<file path="src/rtl/rvfi_check_sequencer.sv">
// -----------------------------------------------------------------------------
// rvfi_check_sequencer
//
// Cycle sequencer for the single-shot RVFI property checkers. After reset is
// released it holds the core in reset for RESET_CYCLES clocks. It then opens a
// trigger window [TRIG_MIN, TRIG_MAX]. In that window it issues exactly one
// `trig`, on the first cycle where the solver requests one and the monitored
// channel retires an instruction. Finally it issues exactly one `check` at
// CHECK_CYCLE.
//
// Ports:
//   clock       in   sole clock, rising edge
//   reset       in   asynchronous active-high reset, returns the block to RST
//   trig_req    in   solver-driven request for a trigger this cycle
//   insn_valid  in   rvfi_valid of the monitored channel
//   core_reset  out  registered reset for the core and checkers
//   trig        out  single-cycle trigger (combinational, same cycle as data)
//   check       out  single-cycle check strobe (combinational)
//   cycle       out  cycles since reset release, saturating at 2^CW-1
//   trig_cycle  out  value of `cycle` captured in the trigger cycle
//   armed       out  trigger seen, check still pending
//   done        out  sticky completion flag
//   missed      out  sticky flag: the window closed without a trigger
// -----------------------------------------------------------------------------
module rvfi_check_sequencer #(
  parameter int RESET_CYCLES = 1,
  parameter int TRIG_MIN     = 1,
  parameter int TRIG_MAX     = 15,
  parameter int CHECK_CYCLE  = 20,
  parameter int CW           = 8
) (
  input  logic          clock,
  input  logic          reset,
  input  logic          trig_req,
  input  logic          insn_valid,
  output logic          core_reset,
  output logic          trig,
  output logic          check,
  output logic [CW-1:0] cycle,
  output logic [CW-1:0] trig_cycle,
  output logic          armed,
  output logic          done,
  output logic          missed
);

  localparam logic [1:0] ST_RST   = 2'd0;
  localparam logic [1:0] ST_WAIT  = 2'd1;
  localparam logic [1:0] ST_ARMED = 2'd2;
  localparam logic [1:0] ST_DONE  = 2'd3;

  // Cycle-number constants at counter width, so all compares are same-width.
  localparam logic [CW-1:0] RST_LAST_W  = CW'(RESET_CYCLES - 1);
  localparam logic [CW-1:0] TRIG_MIN_W  = CW'(TRIG_MIN);
  localparam logic [CW-1:0] TRIG_MAX_W  = CW'(TRIG_MAX);
  localparam logic [CW-1:0] CHECK_W     = CW'(CHECK_CYCLE);
  localparam logic [CW-1:0] CYCLE_SAT_W = {CW{1'b1}};

  logic [1:0]    state_reg, state_next;
  logic [CW-1:0] cycle_reg;
  logic [CW-1:0] trig_cycle_reg, trig_cycle_next;
  logic          core_reset_reg, core_reset_next;
  logic          armed_reg, armed_next;
  logic          done_reg, done_next;
  logic          missed_reg, missed_next;
  logic          trig_w, check_w;
  logic          in_window;

  assign in_window = (cycle_reg >= TRIG_MIN_W) && (cycle_reg <= TRIG_MAX_W);

  // Free-running elapsed-cycle counter. It saturates instead of wrapping, so
  // a late sample in DONE never aliases back into the trigger window.
  always_ff @(posedge clock or posedge reset) begin
    if (reset) begin
      cycle_reg <= '0;
    end else if (cycle_reg != CYCLE_SAT_W) begin
      cycle_reg <= cycle_reg + CW'(1);
    end
  end

  always_comb begin
    state_next      = state_reg;
    trig_cycle_next = trig_cycle_reg;
    core_reset_next = core_reset_reg;
    armed_next      = armed_reg;
    done_next       = done_reg;
    missed_next     = missed_reg;
    trig_w          = 1'b0;
    check_w         = 1'b0;

    case (state_reg)
      ST_RST: begin
        core_reset_next = 1'b1;
        // Leave on the last reset cycle so core_reset drops on this edge.
        if (cycle_reg == RST_LAST_W) begin
          state_next      = ST_WAIT;
          core_reset_next = 1'b0;
        end
      end

      ST_WAIT: begin
        trig_w = trig_req && insn_valid && in_window;
        // A trigger in the last window cycle takes priority over a miss.
        if (trig_w) begin
          trig_cycle_next = cycle_reg;
          armed_next      = 1'b1;
          state_next      = ST_ARMED;
        end else if (cycle_reg == TRIG_MAX_W) begin
          missed_next = 1'b1;
          done_next   = 1'b1;
          state_next  = ST_DONE;
        end
      end

      ST_ARMED: begin
        check_w = (cycle_reg == CHECK_W);
        if (check_w) begin
          armed_next = 1'b0;
          done_next  = 1'b1;
          state_next = ST_DONE;
        end
      end

      ST_DONE: begin
        // Absorbing: only reset leaves this state.
      end

      default: begin
        state_next = ST_RST;
      end
    endcase
  end

  always_ff @(posedge clock or posedge reset) begin
    if (reset) begin
      state_reg      <= ST_RST;
      trig_cycle_reg <= '0;
      core_reset_reg <= 1'b1;
      armed_reg      <= 1'b0;
      done_reg       <= 1'b0;
      missed_reg     <= 1'b0;
    end else begin
      state_reg      <= state_next;
      trig_cycle_reg <= trig_cycle_next;
      core_reset_reg <= core_reset_next;
      armed_reg      <= armed_next;
      done_reg       <= done_next;
      missed_reg     <= missed_next;
    end
  end

  assign core_reset = core_reset_reg;
  assign trig       = trig_w;
  assign check      = check_w;
  assign cycle      = cycle_reg;
  assign trig_cycle = trig_cycle_reg;
  assign armed      = armed_reg;
  assign done       = done_reg;
  assign missed     = missed_reg;

endmodule

</file>
<file path="config.mk">
export PLATFORM = sky130hd
export DESIGN_NAME = rvfi_check_sequencer
export DESIGN_NICKNAME = d
export VERILOG_FILES = /design/src/rtl/rvfi_check_sequencer.sv
export SDC_FILE = /design/constraint.sdc
export NUM_CORES = 1
export LEC_CHECK = 0
export BUFFER_PORTS_ARGS = -buffer_cell sky130_fd_sc_hd__clkbuf_2
export CORE_MARGIN = 2
export CORE_UTILIZATION = 25
export DETAILED_ROUTE_END_ITERATION = 12
export PLACE_DENSITY_LB_ADDON = 0.05
export SLEW_MARGIN = 20
export SYNTH_ARGS = -nofsm -noshare
export SYNTH_HDL_FRONTEND = slang
export SYNTH_SLANG_ARGS = --single-unit
</file>
<file path="constraint.sdc">
create_clock -name clock -period 2 [get_ports clock]
set_clock_uncertainty 0.2 [all_clocks]
set_input_delay 0.1 -clock clock [delete_from_list [all_inputs] [get_ports clock]]
set_output_delay 0.1 -clock clock [all_outputs]
set_load 0.05 [all_outputs]
</file>
==> metrics.txt <==
WL/cell=roughly 13 um; met3 usage=0.02672; Nets=181; Worst setup EP type=primary output; Comb power frac=0.415; area grow syn2layout=56.42%; HPWL Detailed=2179 um; Std-Cell Core Area=4354 um2; vias in the first global route=1037; IO Count=26; clock sinks=22; vias post-DR=963; FF-to-FF path depth=5; # fillers=428; max_slew headroom=0.7746; Final Max Tran Viols=0; critical path's most frequent cell=buf_6; clock group share of total power=0.209; Tmin final=2084 ps; worst slew pin tran=approximately 340 ps; worst endpoint data arrival time=1780 ps; # DRC=0; crit-path max FO=3; YS warnings=0; GRT overflow=0; final WL=2850 um; RR Endpoint=state_reg[1]; Fin. Hold Viols=0; Min-Delay Path Class=primary input to flip-flop; final setup vio count=3; syn_area_per_cell=10.67 um2; First-pass DRT Iterations=4; root buf cell=clkbuf_8; first-pass GRT wire length=~4900 um; largest net degree at the start of global routing=23; Clk pin slew, worst setup/hold paths=80 ps; syn nets=approximately 120; final period utilization=1.042; Num CTS Buffers=3; Seq/Total Area, Yosys=0.4878; VDD IR max=0.3573 mV; routability-driven placement congestion ratio=0.7429; Syn Std Cell Area=around 1100 um2; CP max stage cell=dfrtp_2; most used routing layer=met2; CTS tree=done; H-tree depth=1; startpoint types=flip-flop; final std cells w/o fill=221; Reg-to-Reg Start=cycle[7]; GRT Total Usage=0.1206; M1 GR Usage=0.1710; die area=5079 um2; Site Rows=24; met2 usage=0.1872; power density cells=~870 nW/um2; CP required=between 1500 and 2000 ps; Largest stage delay, worst path=between 400 and 500 ps; EDFF count, synth=0; RSZ-0062 raised after global routing=yes; critical path class=flip-flop to primary output; Cell Int Power=0.0009466 W; Post-Syn Instances=106; critical-path cell list=buf_6 > ha_4 > o311a_4 > buf_6 > nand3_4 > clkinvlp_4 > buf_12; antenna diode count=0; hold_sp=trig_req; Cell Area, Placed=1568 um2; Net Sw Power=0.0005971 W; Seq pwr share=0.376; die width=around 70 um; PnR worst setup slack=-84.13 ps; Switching Fraction=0.3868; initial antenna violation count=0; R2R Setup Slk=-70 ps; fraction of layout instances using a drive strength above 1=0.5503; synthesis-stage register bit count=22; failing checks=negative setup slack; buffer levels on the longest clock path=2; Via density=4.357; number of library cell types mapped by synthesis=36; ys async rst share=1.000; die height=71.27 um; ys flop type=dfrtp_1; number of I/O port buffers=25; leakage=about 0.86 nW; initial cell density of the core=0.2598; Worst-Skew Late Latency=260 ps; drt initial violations=28; max_cap viols=0; most frequent cells in the layout=buf_4, clkbuf_2, dfrtp_1, nand2_1; status=complete, but fails checks; design area=between 1500 and 2000 um2; commonest non-fill, non-tap cell in the layout=buf_4; Cells after DPL=208; Worst setup endpoint=trig; FMAX=0.4798 GHz; total power=0.001544 W; Post-DRT Antenna Nets=0; Critical Path Start=cycle[0]
## critical path, delay by kind of cell (launching register included)
family / cells / cell delay, ps
fa+ha+maj: 1 / 150
compound gates: 1 / 360
flops: 1 / 430
buf+inv: 4 / 500
simple gates: 1 / 80
## synthesized netlist by cell type (2+ instances only)
library cell / number / area share
dfrtp_1: 21 / 0.46
nand2_1: 14 / 0.046
inv_1: 9 / 0.030
ha_1: 7 / 0.077
o21ai_0: 6 / 0.027
and2_1: 5 / 0.028
xnor2_1: 4 / 0.031
nand4_1: 3 / 0.017
nor2_1: 3 / 0.010
a21oi_1: 2 / 0.0088
a41o_1: 2 / 0.018
and3_1: 2 / 0.011
buf_4: 2 / 0.013
mux2i_1: 2 / 0.018
nand3_1: 2 / 0.0088
nor3b_1: 2 / 0.013
## timing repair
item | in CTS | in global routing
setup endpoints to repair | 4 | 14
cloned | 0 | 0
hold buffers | 1 | 0
gates resized for setup | 6 | 11
endpoints found under the hold margin | 22 | 0
buffers inserted | 4 | 4
pin swaps | 2 | 6
## layout make-up
class,count,area (um2),area share
tap,52,65.06,0.03678
multi-input combinational,70,591.8,0.3345
clock buffer,4,55.05,0.03112
sequential,22,559.3,0.3161
inverter,9,37.54,0.02122
timing repair buffer,64,460.4,0.2603
## power by group through the flow
| stage | clock, W | combinational [W] | sequential, W |
|---|---|---|---|
| final | 0.000323 | 0.000641 | 0.000580 |
| after global routing | 0.000358 | 0.000699 | 0.000593 |
| after CTS | 0.000338 | 0.000647 | 0.000581 |
| after detailed placement | 0 | 0.000633 | 0.000589 |
| after global placement | 0 | 0.000633 | 0.000589 |
| after floorplan | 0 | 0.000245 | 0.000793 |
## per-stage QoR
stage	TNS [ps]	setup slack (ps)	hold WS [ps]	util
global placement	-153.2	-100.1	-56.43	0.3601
detailed placement	-168.2	-99.73	-58.36	0.3601
floorplan	-823.4	-344.5	-111.9	-
global route	-959.8	-149.9	154.3	0.4063
finish	-182.1	-84.13	138.9	0.4063
CTS	-258.9	-104.2	131.8	0.3894
## cells by family after synthesis
kind of cell | after synthesis | synth area share
AO/OA/AOI/OAI | 16 | 0.1106
multiplexers | 3 | 0.03097
XOR/XNOR | 4 | 0.03097
AND/OR/NAND/NOR | 40 | 0.2013
buffers and inverters | 14 | 0.06083
flip-flops | 22 | 0.4878
adder cells (fa/ha/maj) | 7 | 0.07743
## per-layer routing
layer	up-vias	share of wire
met5	-	0
met4	0	0.0084
met3	2	0.046
met2	18	0.46
met1	451	0.49
li1	492	-
## worst min-delay path by stage
stage,end,slack (ps),cells past startpoint
global route,missed,150,4
global placement,trig_cycle[2],-60,3
detailed placement,trig_cycle[2],-60,3
CTS,missed,130,4
finish,missed,140,4
floorplan,armed,-110,1
Power figures use the tool's default switching activity.
